File: config.mk
export PLATFORM = sky130hd
export DESIGN_NAME = exec_ctrl
export DESIGN_NICKNAME = d
export VERILOG_FILES = /design/src/rtl/exec_ctrl.sv
export SDC_FILE = /design/constraint.sdc
export NUM_CORES = 1
export LEC_CHECK = 0
export BUFFER_PORTS_ARGS = -buffer_cell sky130_fd_sc_hd__buf_2
export CORE_MARGIN = 3
export CORE_UTILIZATION = 40
export CTS_CLUSTER_DIAMETER = 50
export DETAILED_ROUTE_END_ITERATION = 8
export HOLD_SLACK_MARGIN = 0.1
export PLACE_DENSITY = 0.63
export SYNTH_ARGS = -nofsm -noshare
export SYNTH_HDL_FRONTEND = slang
export SYNTH_SLANG_ARGS = --single-unit
File: constraint.sdc
create_clock -name clock -period 2.82 [get_ports clock]
set_clock_uncertainty 0.2 [all_clocks]
set_input_delay 0.141 -clock clock [delete_from_list [all_inputs] [get_ports clock]]
set_output_delay 0.141 -clock clock [all_outputs]
set_load 0.005 [all_outputs]
File: src/rtl/exec_ctrl.sv
// Execution control front-end for the kappa3-light phase generator.
// Debounces the three board buttons into single-cycle events, issues
// run / step_inst / step_phase pulses, and stops a free-running program
// when the fetch PC matches the hardware breakpoint.
module exec_ctrl #(
  parameter int unsigned DEBOUNCE = 250000,
  parameter int unsigned PC_WIDTH = 32
) (
  input  logic                clock,
  input  logic                reset,
  input  logic                btn_run,
  input  logic                btn_step_inst,
  input  logic                btn_step_phase,
  input  logic [3:0]          cstate,
  input  logic                running,
  input  logic [PC_WIDTH-1:0] pc,
  input  logic [PC_WIDTH-1:0] bp_addr,
  input  logic                bp_en,
  output logic                run,
  output logic                step_inst,
  output logic                step_phase,
  output logic                bp_hit,
  output logic [2:0]          ctl_state
);

  // Counter runs 0..DEBOUNCE-1; reaching the top means DEBOUNCE differing cycles.
  localparam int unsigned CntW = (DEBOUNCE > 1) ? $clog2(DEBOUNCE) : 1;
  localparam logic [CntW-1:0] CntMax = CntW'(DEBOUNCE - 1);

  typedef enum logic [2:0] {
    StIdle      = 3'd0,
    StStartWait = 3'd1,
    StSkip      = 3'd2,
    StWatch     = 3'd3,
    StStopWait  = 3'd4,
    StStepWait  = 3'd5,
    StStepEnd   = 3'd6
  } state_e;

  // Button index: 0 run, 1 step_inst, 2 step_phase.
  logic [2:0]      btn_raw;
  logic [2:0]      sync1_q;
  logic [2:0]      sync2_q;
  logic [2:0]      db_q;
  logic [2:0]      evt_q;
  logic [CntW-1:0] cnt_q [3];

  logic            run_evt;
  logic            inst_evt;
  logic            phase_evt;
  logic            bp_stop;

  state_e          state_q;
  logic            run_q;
  logic            step_inst_q;
  logic            step_phase_q;
  logic            bp_hit_q;

  assign btn_raw = {btn_step_phase, btn_step_inst, btn_run};

  // Synchronize, debounce and edge-detect all three buttons.
  always_ff @(posedge clock or negedge reset) begin
    if (!reset) begin
      sync1_q <= '0;
      sync2_q <= '0;
      db_q    <= '0;
      evt_q   <= '0;
      for (int i = 0; i < 3; i++) begin
        cnt_q[i] <= '0;
      end
    end else begin
      sync1_q <= btn_raw;
      sync2_q <= sync1_q;
      for (int i = 0; i < 3; i++) begin
        evt_q[i] <= 1'b0;
        if (sync2_q[i] == db_q[i]) begin
          // Level agrees with the accepted value: any bounce restarts the count.
          cnt_q[i] <= '0;
        end else if (cnt_q[i] == CntMax) begin
          cnt_q[i] <= '0;
          db_q[i]  <= sync2_q[i];
          // Strobe only on press; release is silent.
          evt_q[i] <= sync2_q[i];
        end else begin
          cnt_q[i] <= cnt_q[i] + CntW'(1);
        end
      end
    end
  end

  // Same-cycle priority: run beats step_inst beats step_phase.
  assign run_evt   = evt_q[0];
  assign inst_evt  = evt_q[1] & ~evt_q[0];
  assign phase_evt = evt_q[2] & ~evt_q[1] & ~evt_q[0];

  // Combinational so the phase generator sees run on the edge that ends this IF.
  assign bp_stop = bp_en & (state_q == StWatch) & (cstate == 4'b0001) & (pc == bp_addr);

  // Control FSM with registered command pulses.
  always_ff @(posedge clock or negedge reset) begin
    if (!reset) begin
      state_q      <= StIdle;
      run_q        <= 1'b0;
      step_inst_q  <= 1'b0;
      step_phase_q <= 1'b0;
      bp_hit_q     <= 1'b0;
    end else begin
      run_q        <= 1'b0;
      step_inst_q  <= 1'b0;
      step_phase_q <= 1'b0;
      unique case (state_q)
        StIdle: begin
          if (run_evt) begin
            run_q    <= 1'b1;
            bp_hit_q <= 1'b0;
            state_q  <= StStartWait;
          end else if (inst_evt) begin
            step_inst_q <= 1'b1;
            bp_hit_q    <= 1'b0;
            state_q     <= StStepWait;
          end else if (phase_evt) begin
            step_phase_q <= 1'b1;
            bp_hit_q     <= 1'b0;
            state_q      <= StStepWait;
          end
        end
        StStartWait: begin
          if (running) state_q <= StSkip;
        end
        StSkip: begin
          // Let the first IF pass so a run started on the breakpoint PC proceeds.
          if (run_evt) begin
            run_q   <= 1'b1;
            state_q <= StStopWait;
          end else if (!cstate[0]) begin
            state_q <= StWatch;
          end
        end
        StWatch: begin
          if (bp_stop) begin
            // A coincident user stop is absorbed into this single pulse.
            bp_hit_q <= 1'b1;
            state_q  <= StStopWait;
          end else if (run_evt) begin
            run_q   <= 1'b1;
            state_q <= StStopWait;
          end else if (!running) begin
            state_q <= StIdle;
          end
        end
        StStopWait: begin
          if (!running) state_q <= StIdle;
        end
        StStepWait: begin
          if (running) state_q <= StStepEnd;
        end
        StStepEnd: begin
          if (!running) state_q <= StIdle;
        end
        default: state_q <= StIdle;
      endcase
    end
  end

  assign run        = run_q | bp_stop;
  assign step_inst  = step_inst_q;
  assign step_phase = step_phase_q;
  assign bp_hit     = bp_hit_q;
  assign ctl_state  = state_q;

endmodule

==> metrics.md, run 1 <==
| Metric | Value |
|---|---|
| Critical Path Start Type | `register` |
| Vias in the first global route | `2720` |
| # clock sinks | `73` |
| CTS tree | `yes` |
| Die W | `102 um` |
| Final setup fails | `0` |
| Crit path max-delay cell type | `or4b_1` |
| Synth area leader | `dfrtp_1` |
| Crit-path max cell delay | `0.56 ns` |
| Flop2flop setup slack | `0.66 ns` |
| Reg area | `1830 um2` |
| Area contributors post-synth | `dfrtp_1, xor2_1, xnor2_1` |
| Number of CTS-inserted buffers | `9` |
| Type of destination of the critical path | `output port` |
| Area of the multi-input gates | `1810 um2` |
| Post-layout power | `0.00235 W` |
| Critical path class | `register to output port` |
| EDFF count, synth | `0` |
| CP Data Arrival Time | `2.29 ns` |
| Post-synth cell types | `35` |
| Total global-route track usage | `14.5%` |
| H-Tree Depth | `3` |
| Port Buffers | `81` |
| First-pass GRT wire length | `12000 um` |
| Pwr Density | `520 nW/um2` |
| Fin. Hold Viols | `0` |
| Layout cell share with drive strength beyond 1 | `22.4%` |
| Worst-Skew Late Latency | `0.33 ns` |
| Initial core utilization | `41.8%` |
| GPL Wtd Cong | `0.859` |
| Leakage | `2.05 nW` |
| Initial DRC count | `95` |
| Crit path cell chain | `or4b_1, nor4b_2, nand4_1, nor4_4, or2_1, buf_2` |
| Tcrit/Tclk final | `93.2%` |
| Die Area | `10400 um2` |
| RR Startpoint | `ctl_state[2]$_DFFE_PN0P_` |
| Ys Warns | `0` |
| Worst-path clk slew | `0.08 ns` |
| WHS Endpoint | `ctl_state[1]$_DFFE_PN0P_` |
| Register area share after synthesis | `49.7%` |
| TNS Setup | `0 ns` |
| Core box area | `8810 um2` |
| Netlist Area Pre-Place | `3680 um2` |
| Vias | `2880` |
| Synthesized flop and latch total | `73` |
| Fmax | `381 MHz` |
| Post-CTS setup buffer count | `0` |
| Antenna cells | `0` |
| Die height | `102 um` |
| Hold crit path type | `primary input to register` |
| Area delta synth->final | `22.8%` |
| Final Net Count | `541` |
| Num rows | `34` |
| Rel. slew slack | `50.3%` |
| Ys async rst share | `100%` |
| Post-synth top area share | `49.7%` |
| Tightest Pin Transition | `0.746 ns` |
| Crit Path Max Fanout | `8` |
| Synthesized instance count | `368` |
| DRC Markers | `0` |
| Grt ovf | `0` |
| Post-Route WL | `7410 um` |
| Top FF cell, synth | `dfrtp_1` |
| Max-slew violation count | `0` |
| Routed Antenna Nets | `0` |
| HP Start | `bp_addr[31]` |
| Largest net degree at the start of global routing | `42` |
| Fin worst setup slack | `0.192 ns` |
| CTS Buffer Depth | `2` |
| Maxcap violations | `0` |
| Status | `completed` |
| Post-place setup slack | `0.542 ns` |
| Hold Path Depth | `5` |
| Root Buffer | `clkbuf_8` |
| Register-to-Register Path Depth | `5` |
| Peak supply drop | `0.391 mV` |
| Filler cells | `800` |
| Post-synth net total | `446` |
| Worst R2R End | `ctl_state[0]$_DFFE_PN0P_` |
| Final worst path period need | `2.63 ns` |
| IO Count | `82` |
| RSZ-0062 raised after global routing | `no` |
| Average size of a mapped cell | `9.99 um2` |
| Via density | `5.00` |
| Post-DP HPWL | `5460 um` |
| Worst EP required | `2.48 ns` |
| First drt pass iteration count | `5` |
| Initial antenna violation count | `0` |
| WL/cell | `12.9 um` |
[power breakdown]
part           internal, W  leakage [nW]  switching, W
sequential         0.00108         0.989     0.0000586
combinational     0.000144         0.944      0.000150
clock             0.000525         0.113      0.000391
[layer usage]
layer	track usage [%]	part of all wire [%]
met3	2.80	6.8
met1	18.1	45
met4	4.94	1.5
met5	0	0
met2	25.2	47
[worst max path at each step]
stage          cells past startpoint                startpoint   to  slack (ns)
2_1_floorplan                      5  ctl_state[2]$_DFFE_PN0P_  run        0.77
3_3_place_gp                       6  ctl_state[2]$_DFFE_PN0P_  run        0.59
3_5_place_dp                       6  ctl_state[2]$_DFFE_PN0P_  run        0.54
4_1_cts                            6  ctl_state[2]$_DFFE_PN0P_  run        0.18
5_1_grt                            6  ctl_state[2]$_DFFE_PN0P_  run        0.06
6_report                           6  ctl_state[2]$_DFFE_PN0P_  run        0.19
[synthesized netlist by cell type, types with 4 or more instances]
cell and count:
dfrtp_1 73, nor2_1 72, xor2_1 51, xnor2_1 32, nand2_1 22, nand3_1 21
nand4_1 15, nor3_1 11, nor4_1 10, and3_1 8, clkbuf_1 5, inv_1 5
nor3b_1 5, mux2_2 4
[cell usage in the layout, fill, tap and decap left out, types with 3 or more instances in the layout]
master         instances
nand2b_1               3
xnor2_1               32
xor2_1                51
dlygate4sd3_1          7
nand3_1               21
and3_1                 8
nand3b_1               3
dfrtp_1               73
nor2_1                72
ha_1                   3
buf_2                 81
mux2_2                 4
nand2_1               22
nand4_1               15
nor3b_1                5
and4_1                 3
nor4_1                10
clkbuf_8              10
nor3_1                11
a21oi_1                3
inv_1                  5
[sequential cells by signal (all words and copies together), names as in the netlist]
signal	count
ctl_state	3
step_phase	1
step_inst	1
evt_q	3
run_q	1
sync1_q	3
sync2_q	3
db_q	3
bp_hit	1
cnt_q	54
[stage by stage]
stage          utilization [%]  hold WS [ns]  instance area, um2  cells
2_1_floorplan                -        -0.355                3680    368
3_3_place_gp              47.9        0.0503                4220    553
3_5_place_dp              47.9        0.0511                4220    553
4_1_cts                   51.3         0.113                4520    576
5_1_grt                   51.3         0.122                4520    576
6_report                  51.3         0.114                4520    576
[critical path, delay by kind of cell (launching register included)]
kind | cells | cell delay, ns
flip-flops | 1 | 0.45
AND/OR/NAND/NOR | 5 | 1.40
buffers and inverters | 1 | 0.10
[timing repair]
action | CTS | global route
endpoints found under the setup margin | 0 | 0
gates resized for setup | 0 | 0
hold buffers | 7 | 0
hold endpoints to repair | 38 | 0
[cells by family (layout without fill, tap and decap cells)]
family	count (synthesis)	in the layout	share of synthesized area, %
buf+inv	10	110	1.02
mux	4	4	1.22
compound gates	10	10	1.74
fa+ha+maj	3	3	1.02
xor+xnor	83	83	19.8
flops	73	73	49.7
simple gates	185	185	25.6
[cell type report]
| class | instances | share of cell area [%] |
|---|---|---|
| Sequential cell | 73 | 40.4 |
| Multi-Input combinational cell | 285 | 40.1 |
| Timing Repair Buffer | 89 | 11.0 |
| Clock buffer | 10 | 3.05 |
| Tap cell | 108 | 2.99 |
| Clock inverter | 6 | 1.99 |
| Inverter | 5 | 0.416 |
(Power assumes the default switching activity.)
==> run 2: changes to the inputs <==
Settings changed: GPL_TIMING_DRIVEN set to 0.
==> metrics.md, run 2 (synthesis results as in run 1) <==
| Metric | Value |
|---|---|
| CTS tree | `yes` |
| Worst-Skew Late Latency | `0.34 ns` |
| Pwr Density | `534 nW/um2` |
| Switching Share | `24.8%` |
| Clock power share | `40.9%` |
| Final Net Count | `545` |
| Vias | `2880` |
| Register share of total power | `46.0%` |
| IO Count | `82` |
| Hold crit path type | `register to register` |
| Most frequent cells in the layout | `buf_2, dfrtp_1, nor2_1, xor2_1, xnor2_1` |
| Int Pwr | `0.00182 W` |
| Root Buffer | `clkbuf_8` |
| Num rows | `34` |
| Tightest Pin Transition | `0.892 ns` |
| Final worst path period need | `2.63 ns` |
| Initial antenna violation count | `0` |
| Non-Filler Instances | `580` |
| Largest net degree at the start of global routing | `74` |
| Worst-path clk slew | `0.08 ns` |
| Initial DRC count | `94` |
| Core box area | `8810 um2` |
| Number of CTS-inserted buffers | `9` |
| Total global-route track usage | `14.8%` |
| Rel. slew slack | `40.6%` |
| Type of destination of the critical path | `output port` |
| Net Switching | `0.000599 W` |
| Tcrit/Tclk final | `93.3%` |
| Area delta synth->final | `23.2%` |
| Grt ovf | `0` |
| Post-Route WL | `7450 um` |
| Hold Path Depth | `0` |
| CP Data Arrival Time | `2.29 ns` |
| Register-to-Register Path Depth | `7` |
| RSZ-0062 raised after global routing | `no` |
| # clock sinks | `73` |
| GPL Wtd Cong | `0.794` |
| Reg area | `1830 um2` |
| Die W | `102 um` |
| First-pass GRT wire length | `12200 um` |
| Layout cell share with drive strength beyond 1 | `22.0%` |
| Top reg by flops | `cnt_q` |
| Worst EP required | `2.48 ns` |
| Area of the multi-input gates | `1810 um2` |
| Post-DP HPWL | `5390 um` |
| DRC Markers | `0` |
| First drt pass iteration count | `5` |
| H-Tree Depth | `3` |
| Placed Cells | `557` |
| Routed Antenna Nets | `0` |
| Max-slew violation count | `0` |
| Port Buffers | `81` |
| Peak supply drop | `0.329 mV` |
| WL/cell | `12.8 um` |
| Comb power frac | `13.1%` |
| Final setup fails | `0` |
| Filler cells | `783` |
| Fmax | `380 MHz` |
| Most common cell after layout, fill and taps aside | `buf_2` |
| Die Area | `10400 um2` |
| CTS Buffer Depth | `2` |
| Crit Path Max Fanout | `8` |
| Maxcap violations | `0` |
| Die height | `102 um` |
| Critical path class | `register to output port` |
| Status | `completed` |
| Via density | `4.97` |
| Largest register FFs | `54` |
| Critical Path Start Type | `register` |
| Post-layout util | `51.4%` |
| Antenna cells | `0` |
| Leakage | `2.05 nW` |
| Vias in the first global route | `2822` |
| Initial core utilization | `41.8%` |
| TNS Setup | `0 ns` |
| Fin. Hold Viols | `0` |
| CTS resizes | `0` |
## run 2: power groups by stage
stage | registers (W) | logic, W | clock network [W]
detailed placement | 0.00113 | 0.000313 | 0
global route | 0.00112 | 0.000356 | 0.00107
finish | 0.00111 | 0.000317 | 0.000989
floorplan | 0.00113 | 0.000179 | 0
global placement | 0.00113 | 0.000310 | 0
CTS | 0.00111 | 0.000322 | 0.00102
## run 2: timing repair
item	in CTS	in global routing
hold buffers	6	0
setup endpoints to repair	0	1
buffers inserted	0	1
hold endpoints to repair	79	0
## run 2: layout make-up
cell class / instances / share of cell area [%]
Inverter: 5 / 0.414
Tap cell: 108 / 2.98
Sequential cell: 73 / 40.3
Buffer: 5 / 0.414
Multi-Input combinational cell: 285 / 40.0
Clock inverter: 6 / 2.54
Clock buffer: 10 / 2.82
Timing Repair Buffer: 88 / 10.5
## run 2: through the flow
stage	total power [W]	setup slack [ns]	hold slack (ns)	area, um2
after detailed placement	0.00144	0.417	0.0520	4220
after global routing	0.00254	0.00665	0.160	4530
after floorplan	0.00131	0.774	-0.355	3680
final	0.00242	0.190	0.149	4530
after CTS	0.00245	0.0307	0.110	4520
after global placement	0.00144	0.411	0.0494	4220
## run 2: path summary, 6_finish.rpt
| check | start | end | slack, ns |
|---|---|---|---|
| worst max register to register | cnt_q[0]$_DFF_PN0_ | cnt_q[16]$_DFF_PN0_ | 0.52 |
| min in group asynchronous | reset | cnt_q[17]$_DFF_PN0_ | 0.27 |
| max in group asynchronous | reset | cnt_q[45]$_DFF_PN0_ | 1.58 |
| worst min register to register | sync1_q[1]$_DFF_PN0_ | sync2_q[1]$_DFF_PN0_ | 0.15 |
| worst max-delay path | ctl_state[2]$_DFFE_PN0P_ | run | 0.19 |
| worst min-delay path | sync1_q[1]$_DFF_PN0_ | sync2_q[1]$_DFF_PN0_ | 0.15 |
## run 2: routing by layer
layer	track usage, %	part of all wire (%)	up-vias
met5	0	0	-
met4	5.05	1.4	0
li1	-	-	1450
met3	4.23	8.6	11
met2	24.8	45	90
met1	18.4	45	1329
## run 2: critical path, cell delays in order, from the launching register on
cell and delay (ns):
dfrtp_1 0.45, or4b_1 0.56, nor4b_2 0.25, nand4_1 0.19, nor4_4 0.26, or2_1 0.13
buf_2 0.10
==> run 3: changes to the inputs <==
Settings changed: CTS_CLUSTER_DIAMETER 50 to 80, PLACE_DENSITY 0.63 to 0.65.
Clock period 2.82 ns to 2.3 ns, I/O delays scaled along.
==> metrics.md, run 3 (synthesis results as in run 1) <==
| Metric | Value |
|---|---|
| Initial DRC count | `133` |
| Largest net degree at the start of global routing | `74` |
| Most common cell after layout, fill and taps aside | `buf_2` |
| Worst-path clk slew | `0.08 ns` |
| Worst EP required | `1.99 ns` |
| Critical Path Start Type | `register` |
| Area of the multi-input gates | `1830 um2` |
| Grt ovf | `0` |
| Final Net Count | `545` |
| Layout cell share with drive strength beyond 1 | `23.3%` |
| Final setup fails | `1` |
| RSZ-0062 raised after global routing | `yes` |
| Post-DP HPWL | `5420 um` |
| Vias | `2928` |
| Placed Cells | `558` |
| Die Area | `10400 um2` |
| CTS tree | `yes` |
| Pwr Density | `637 nW/um2` |
| Maxcap violations | `0` |
| Port Buffers | `81` |
| Critical path class | `register to output port` |
| Status | `finished with violations` |
| Number of CTS-inserted buffers | `9` |
| Total global-route track usage | `15.3%` |
| First drt pass iteration count | `4` |
| Root Buffer | `clkbuf_8` |
| Type of destination of the critical path | `output port` |
| Post-DP Area | `4250 um2` |
| Final instance area | `4560 um2` |
| Via density | `5.05` |
| Tightest Pin Transition | `0.707 ns` |
| WHS | `0.115 ns` |
| WL/cell | `13.0 um` |
| Leakage | `2.07 nW` |
| Max-slew violation count | `0` |
| Flop2flop setup slack | `0.21 ns` |
| First-pass GRT wire length | `12500 um` |
| Largest register FFs | `54` |
| Fin. Hold Viols | `0` |
| Final worst path period need | `2.40 ns` |
| Initial antenna violation count | `0` |
| Most frequent cells in the layout | `buf_2, nor2_1, dfrtp_1, xor2_1, xnor2_1` |
| Post-place setup slack | `-0.0637 ns` |
| Crit Path Max Fanout | `2` |
| Failing checks | `negative setup slack` |
| # clock sinks | `73` |
| GPL Wtd Cong | `0.845` |
| Fin worst setup slack | `-0.101 ns` |
| Rel. slew slack | `52.8%` |
| Num rows | `34` |
| Top reg by flops | `cnt_q` |
| Die height | `102 um` |
| Peak supply drop | `0.332 mV` |
| CTS Buffer Depth | `2` |
| Die W | `102 um` |
| Vias in the first global route | `2899` |
| Post-layout power | `0.00291 W` |
| DRC Markers | `0` |
| Reg area | `1830 um2` |
| Non-Filler Instances | `580` |
| CP Data Arrival Time | `2.09 ns` |
| Filler cells | `822` |
| IO Count | `82` |
| Hold crit path type | `primary input to async pin` |
| Routed Antenna Nets | `0` |
| Antenna cells | `0` |
| Tcrit/Tclk final | `104%` |
| Fmax | `417 MHz` |
| Core box area | `8810 um2` |
| Initial core utilization | `41.8%` |
| Area delta synth->final | `24.0%` |
| Worst-Skew Late Latency | `0.35 ns` |
| H-Tree Depth | `3` |
| Post-Route WL | `7550 um` |
## run 3: cell count changes in the layout (fill, tap and decap cells not counted), sizes merged
cell	delta
buf	+2
inv	-1
clkinvlp	-1
clkbuf	+2
bufinv	-1
clkinv	-1
## run 3: power by group
part | switching [W] | internal (W) | leakage (nW)
Combinational | 0.000219 | 0.000195 | 0.972
Clock | 0.000446 | 0.000672 | 0.111
Sequential | 0.0000466 | 0.00133 | 0.988
## run 3: what timing repair did
action	in CTS	in global routing
buffers inserted	2	0
pin swaps	5	3
setup endpoints to repair	3	36
endpoints found under the hold margin	79	0
resized for setup	4	4
hold buffers	6	0
## run 3: critical path: stages (launching register included)
cell     delay (ns)
dfrtp_2        0.41
or4b_4         0.50
nor4b_4        0.22
nand4_1        0.20
nor4_4         0.19
or2_1          0.12
buf_2          0.10
## run 3: layout make-up
cell class | instances | area share (%)
buffer | 3 | 0.302
clock buffer | 14 | 3.57
clock inverter | 2 | 1.32
inverter | 5 | 0.412
multi-input combinational | 285 | 40.1
sequential | 73 | 40.1
tap | 108 | 2.96
timing repair buffer | 90 | 11.2
## run 3: final timing paths
kind / from / to / depth (start not counted)
min in group clock: sync1_q[2]$_DFF_PN0_ / sync2_q[2]$_DFF_PN0_ / 0
setup / recovery: ctl_state[2]$_DFFE_PN0P_ / run / 6
setup reg to reg: ctl_state[2]$_DFFE_PN0P_ / ctl_state[0]$_DFFE_PN0P_ / 6
hold reg to reg: sync1_q[2]$_DFF_PN0_ / sync2_q[2]$_DFF_PN0_ / 0
max in group asynchronous: reset / ctl_state[0]$_DFFE_PN0P_ / 3
hold / removal: reset / cnt_q[13]$_DFF_PN0_ / 3
## run 3: through the flow
stage          TNS, ns  util [%]
6_report        -0.101      51.8
5_1_grt         -0.211      51.8
4_1_cts         -0.310      51.8
3_5_place_dp   -0.0637      48.2
3_3_place_gp   -0.0592      47.9
2_1_floorplan        0         -
## run 3: layer usage
layer / part of all wire [%] / up-vias / global-route usage [%]
li1: - / 1452 / -
met3: 7.2 / 14 / 2.94
met1: 44 / 1368 / 17.7
met2: 47 / 94 / 27.0
met5: 0 / - / 0
met4: 2.0 / 0 / 7.77
